$ cat src/rtl/dm_cache_circuit.sv
// Direct-mapped read-only cache (256 lines x 4 words) with its backing 32K-word memory.
// A miss fills the whole line one word per cycle, then completes from FILL_DONE.
module dm_cache_circuit #(
    parameter int ADDR_W      = 15,
    parameter int WORD_W      = 32,
    parameter int LINES       = 256,
    parameter int BLOCK_WORDS = 4,
    parameter int MEM_WORDS   = 32768
) (
    input  logic              clk,
    input  logic              rst,
    input  logic [ADDR_W-1:0] address,
    output logic              hit,
    output logic              finish
);

    localparam int OFF_W  = $clog2(BLOCK_WORDS);
    localparam int IDX_W  = $clog2(LINES);
    localparam int TAG_W  = ADDR_W - IDX_W - OFF_W;
    localparam int MEM_AW = $clog2(MEM_WORDS);

    typedef enum logic [1:0] {COMPARE, FETCH, FILL_DONE} state_e;

    state_e            state_q, state_d;
    logic [OFF_W-1:0]  cnt_q, cnt_d;
    logic [LINES-1:0]  valid_q, valid_d;
    logic [TAG_W-1:0]  tag_q  [LINES];
    logic [WORD_W-1:0] data_q [LINES][BLOCK_WORDS];

    logic [TAG_W-1:0]  req_tag;
    logic [IDX_W-1:0]  req_idx;
    logic [OFF_W-1:0]  req_off;
    logic              hit_int;
    logic              fill_last;
    logic [MEM_AW-1:0] mem_addr;
    logic [WORD_W-1:0] mem_rdata;
    logic [WORD_W-1:0] rd_word_unused;

    assign req_tag = address[ADDR_W-1 -: TAG_W];
    assign req_idx = address[OFF_W +: IDX_W];
    assign req_off = address[OFF_W-1:0];

    assign hit_int   = valid_q[req_idx] && (tag_q[req_idx] == req_tag);
    assign fill_last = (state_q == FETCH) && (cnt_q == OFF_W'(BLOCK_WORDS - 1));

    // Main memory holds mem[i] = i and is never written, so its read port is the address itself.
    assign mem_addr  = MEM_AW'({req_tag, req_idx, cnt_q});
    assign mem_rdata = WORD_W'(mem_addr);

    // Requested word; kept for observation only, there is no data port.
    assign rd_word_unused = data_q[req_idx][req_off];

    assign hit    = (state_q == COMPARE) && hit_int;
    assign finish = hit || (state_q == FILL_DONE);

    always_comb begin
        state_d = state_q;
        cnt_d   = cnt_q;
        valid_d = valid_q;
        case (state_q)
            COMPARE: begin
                if (!hit_int) begin
                    cnt_d   = '0;
                    state_d = FETCH;
                end
            end
            FETCH: begin
                cnt_d = cnt_q + 1'b1;
                if (fill_last) begin
                    valid_d[req_idx] = 1'b1;
                    state_d          = FILL_DONE;
                end
            end
            FILL_DONE: state_d = COMPARE;
            default:   state_d = COMPARE;
        endcase
    end

    always_ff @(posedge clk or negedge rst) begin
        if (!rst) begin
            state_q <= COMPARE;
            cnt_q   <= '0;
            valid_q <= '0;
        end else begin
            state_q <= state_d;
            cnt_q   <= cnt_d;
            valid_q <= valid_d;
        end
    end

    // Line storage is not reset; a line is only trusted once its valid bit is set at fill end.
    always_ff @(posedge clk) begin
        if (state_q == FETCH) begin
            data_q[req_idx][cnt_q] <= mem_rdata;
            if (fill_last) begin
                tag_q[req_idx] <= req_tag;
            end
        end
    end

endmodule

$ cat config.mk
export PLATFORM = sky130hd
export DESIGN_NAME = dm_cache_circuit
export DESIGN_NICKNAME = d
export VERILOG_FILES = /design/src/rtl/dm_cache_circuit.sv
export SDC_FILE = /design/constraint.sdc
export NUM_CORES = 1
export LEC_CHECK = 0
export ABC_AREA = 1
export CAP_MARGIN = 20
export CORE_MARGIN = 2
export CORE_UTILIZATION = 45
export DETAILED_ROUTE_END_ITERATION = 7
export PLACE_DENSITY_LB_ADDON = 0.12
export SKIP_LAST_GASP = 1
export SLEW_MARGIN = 40
export SYNTH_ARGS = -nofsm -noshare
export SYNTH_HDL_FRONTEND = slang
export SYNTH_SLANG_ARGS = --single-unit
$ cat constraint.sdc
create_clock -name clk -period 4.99 [get_ports clk]
set_input_delay 1.497 -clock clk [delete_from_list [all_inputs] [get_ports clk]]
set_output_delay 1.497 -clock clk [all_outputs]
set_load 0.03 [all_outputs]
==> parameters.txt <==
Parameter                              Value

Finish
  Total non-filler cell area in the finished layout    74600 um^2
  Number of fillers in the final layout    12300
  Layout overhead on the synthesized area    17.9%
  Share of post-route cells with drive strength above 1    13.3%
  Share of the core filled with cells    53.4%
  NumNets Final    6321

Global routing
  Total routing usage reported by global routing    26.2%
  Overflow left after global routing    0
  Met3 track demand over resource in global routing    3.95%
  Pin count of the biggest net entering global routing    157
  Routing usage on met1    37.0%
  Number of global-route vias before repair    42400
  Met2 Track Usage GR    41.9%
  Wire length of the first global-routing pass    276000 um
  Peak-usage layer in the global routing report    met2
  Number of antenna violations at the first check in global routing    8

STA
  Setup total negative slack    -1570 ps
  Achievable clock frequency    172 MHz
  Final-report max-slew violation count    0
  Final critical-path share of the clock period    116%
  Post-route clock skew    14.6 ps
  Final setup violation count    2
  Normalized max-slew margin    40.3%
  Slew of the pin with the lowest slew margin    896 ps
  Post-route worst setup slack    -812 ps
  RSZ-0062 raised after global routing    true
  Final period demand of the worst path    5800 ps
  Final hold viol count    0

Clocking
  CTS hold repair buffers    0
  Clock sink count    1540
  Latest clock arrival within the worst-skew pair    800 ps
  Max clock buf depth    3
  CTS H-Tree Depth    4
  Buffer cell driving the clock tree root    sky130_fd_sc_hd__clkbuf_16
  Clock-pin slew of the registers on the worst-case setup and hold paths    60 ps
  CTS tree    yes
  CTS Buf Count    163

Place
  Number of port buffers    16
  Total half-perimeter wirelength after legalization and detailed placement    115000 um
  Total cell area at the placement stage    68400 um^2
  Final estimated routing congestion in global placement    0.873

Pwr
  Power density of the placed cells    380 nW/um^2
  Standby leakage power    30.7 nW
  Largest voltage drop on the vdd net    0.000381 V
  Total Power Consumption    28.3 mW

Status
  Result of the run    finished, violations left
  Failing checks    negative setup slack

Worst setup path
  R2r worst-path depth    7
  Endpoint required time on the critical path    3490 ps
  CP arrival    4310 ps
  Path type of the worst setup path    input pin to output pin
  CP endpoint kind    output pin
  Biggest fanout along the worst timing path    17
  Startpoint type of the worst setup path    input pin

Floorplanning
  Top-Level Pins    19
  Cell row count    137
  Die Y-Extent    379 um
  Die area    144000 um^2
  Initial Util    45.3%
  Floorplan core area    140000 um^2
  Die width    379 um

Yosys
  Synthesized netlist net count    6065
  Sequential area share after synthesis    71.1%
  Library cells used by synthesis    24
  Cell area after technology mapping    63200 um^2
  Yosys synthesis warning count    0
  Post-synthesis register bit count    1540
  Gate count of the mapped netlist    6047
  Average footprint of a synthesized cell    10.5 um^2

Min path
  Hold depth    2
  Path type of the worst min-delay path    flip-flop to flip-flop

Drt
  Post-DRT Antenna Nets    0
  Wirelength per Cell    22.3 um
  Via-to-Cell Ratio    5.25
  Number of violations reported at the end of detailed-routing iteration 0    4695
  Post-route DRC    0
  Post-detailed-routing wire length    186000 um
  Drt first pass iters    5
  Vias post-DR    43700

Flow run
  Max-Cap Viols    0
==> registers in the layout, indices dropped and copies added, names as in the netlist <==
name and count:
state_q 2, valid_q 256, cnt_q 2, tag_q 1280
==> layout by cell type (no fill, tap or decap), types with 80 or more instances in the layout <==
cell type                   count
sky130_fd_sc_hd__edfxtp_1    1280
sky130_fd_sc_hd__inv_1        162
sky130_fd_sc_hd__or2_2        116
sky130_fd_sc_hd__clkbuf_16    173
sky130_fd_sc_hd__buf_4        285
sky130_fd_sc_hd__nand2_1     2822
sky130_fd_sc_hd__o21ai_1       80
sky130_fd_sc_hd__dfrtp_1      260
sky130_fd_sc_hd__nand3_1      118
sky130_fd_sc_hd__buf_12        86
sky130_fd_sc_hd__nor2_1       376
sky130_fd_sc_hd__o21ai_0      313
==> cell type report <==
cell class	count	area (um^2)	share of cell area [%]
Antenna cell	1	2.50	0.00336
Sequential cell	1540	44900	60.3
Inverter	169	676	0.906
Clock inverter	74	714	0.958
Clock buffer	230	4700	6.30
Multi-Input combinational cell	4016	16700	22.3
Timing Repair Buffer	413	4540	6.09
Tap cell	1876	2350	3.15
==> layer usage <==
metal | up-vias | share of wire [%]
met3 | 296 | 6.8
met2 | 1499 | 47
met5 | - | 0.016
met4 | 4 | 2.7
met1 | 21400 | 44
li1 | 20500 | -
==> final timing paths <==
kind,endpoint,startpoint,slack (ps)
min in group asynchronous,valid_q[167]$_DFFE_PN0P_,rst,650
worst max-delay path,hit,address[2],-810
worst max register to register,tag_q[206][4]$_DFFE_PP_,state_q[0]$_DFFE_PN0P_,1630
worst min-delay path,valid_q[210]$_DFFE_PN0P_,valid_q[210]$_DFFE_PN0P_,450
worst min register to register,valid_q[210]$_DFFE_PN0P_,valid_q[210]$_DFFE_PN0P_,450
max in group asynchronous,valid_q[117]$_DFFE_PN0P_,rst,3310
==> metrics by stage <==
stage,hold slack (ps),instances,setup WS (ps)
3_3_place_gp,438,7992,-1310
6_report,455,8319,-812
2_1_floorplan,427,6047,0.530
3_5_place_dp,445,7994,-1250
4_1_cts,457,8313,-706
5_1_grt,465,8318,-932
==> report_power, final <==
group	total [mW]	switching, mW	internal, mW	leakage, nW
Sequential	14.1	0.0428	14.0	14.4
Clock	12.3	4.99	7.27	2.66
Combinational	1.99	1.36	0.626	13.6
Total	28.3	6.40	21.9	30.7
==> cell usage after synthesis <==
library cell	number	area, um^2
sky130_fd_sc_hd__nand2_1	2839	10700
sky130_fd_sc_hd__edfxtp_1	1280	38400
sky130_fd_sc_hd__nor2_1	408	1530
sky130_fd_sc_hd__o21ai_0	347	1740
sky130_fd_sc_hd__dfrtp_1	260	6510
sky130_fd_sc_hd__clkbuf_1	168	631
sky130_fd_sc_hd__inv_1	164	616
sky130_fd_sc_hd__nand3_1	135	676
sky130_fd_sc_hd__buf_2	122	611
sky130_fd_sc_hd__or2_2	116	726
sky130_fd_sc_hd__o21ai_1	61	305
sky130_fd_sc_hd__nand4_1	55	344
sky130_fd_sc_hd__a21oi_1	48	240
sky130_fd_sc_hd__buf_1	27	101
sky130_fd_sc_hd__inv_2	4	15.0
sky130_fd_sc_hd__buf_4	3	22.5
sky130_fd_sc_hd__buf_6	2	22.5
sky130_fd_sc_hd__nand2_2	2	12.5
sky130_fd_sc_hd__a22oi_1	1	7.51
sky130_fd_sc_hd__ha_1	1	12.5
sky130_fd_sc_hd__inv_4	1	6.26
sky130_fd_sc_hd__nor2_2	1	6.26
sky130_fd_sc_hd__nor3_1	1	5.00
sky130_fd_sc_hd__o21bai_1	1	7.51
==> worst max-delay path: stages <==
cell	delay, ps
sky130_fd_sc_hd__buf_12	130
sky130_fd_sc_hd__buf_4	160
sky130_fd_sc_hd__nand2_8	110
sky130_fd_sc_hd__inv_16	100
sky130_fd_sc_hd__buf_6	180
sky130_fd_sc_hd__buf_4	170
sky130_fd_sc_hd__nand2_1	60
sky130_fd_sc_hd__nand3_1	90
sky130_fd_sc_hd__nand2_1	110
sky130_fd_sc_hd__nand2_1	100
sky130_fd_sc_hd__o21ai_0	200
sky130_fd_sc_hd__nand2_1	80
sky130_fd_sc_hd__nor2_1	90
sky130_fd_sc_hd__nor2_1	60
sky130_fd_sc_hd__nor2_2	240
sky130_fd_sc_hd__nand2_1	90
sky130_fd_sc_hd__nand2_1	70
sky130_fd_sc_hd__nand2_1	80
sky130_fd_sc_hd__nor2_4	120
sky130_fd_sc_hd__nand3_4	160
sky130_fd_sc_hd__nor3_4	210
sky130_fd_sc_hd__buf_6	150
==> repair_timing <==
action,CTS,global route
endpoints found under the setup margin,2,2
pin swaps,24,28
setup buffers,11,2
gates cloned,4,2
gates resized for setup,97,44
==> cell families after synthesis <==
logic type	Yosys count	share of synthesized area (%)
compound gates	458	3.63
fa+ha+maj	1	0.0198
buf+inv	491	3.20
flops	1540	71.1
simple gates	3557	22.1
Power figures use the tool's default switching activity.
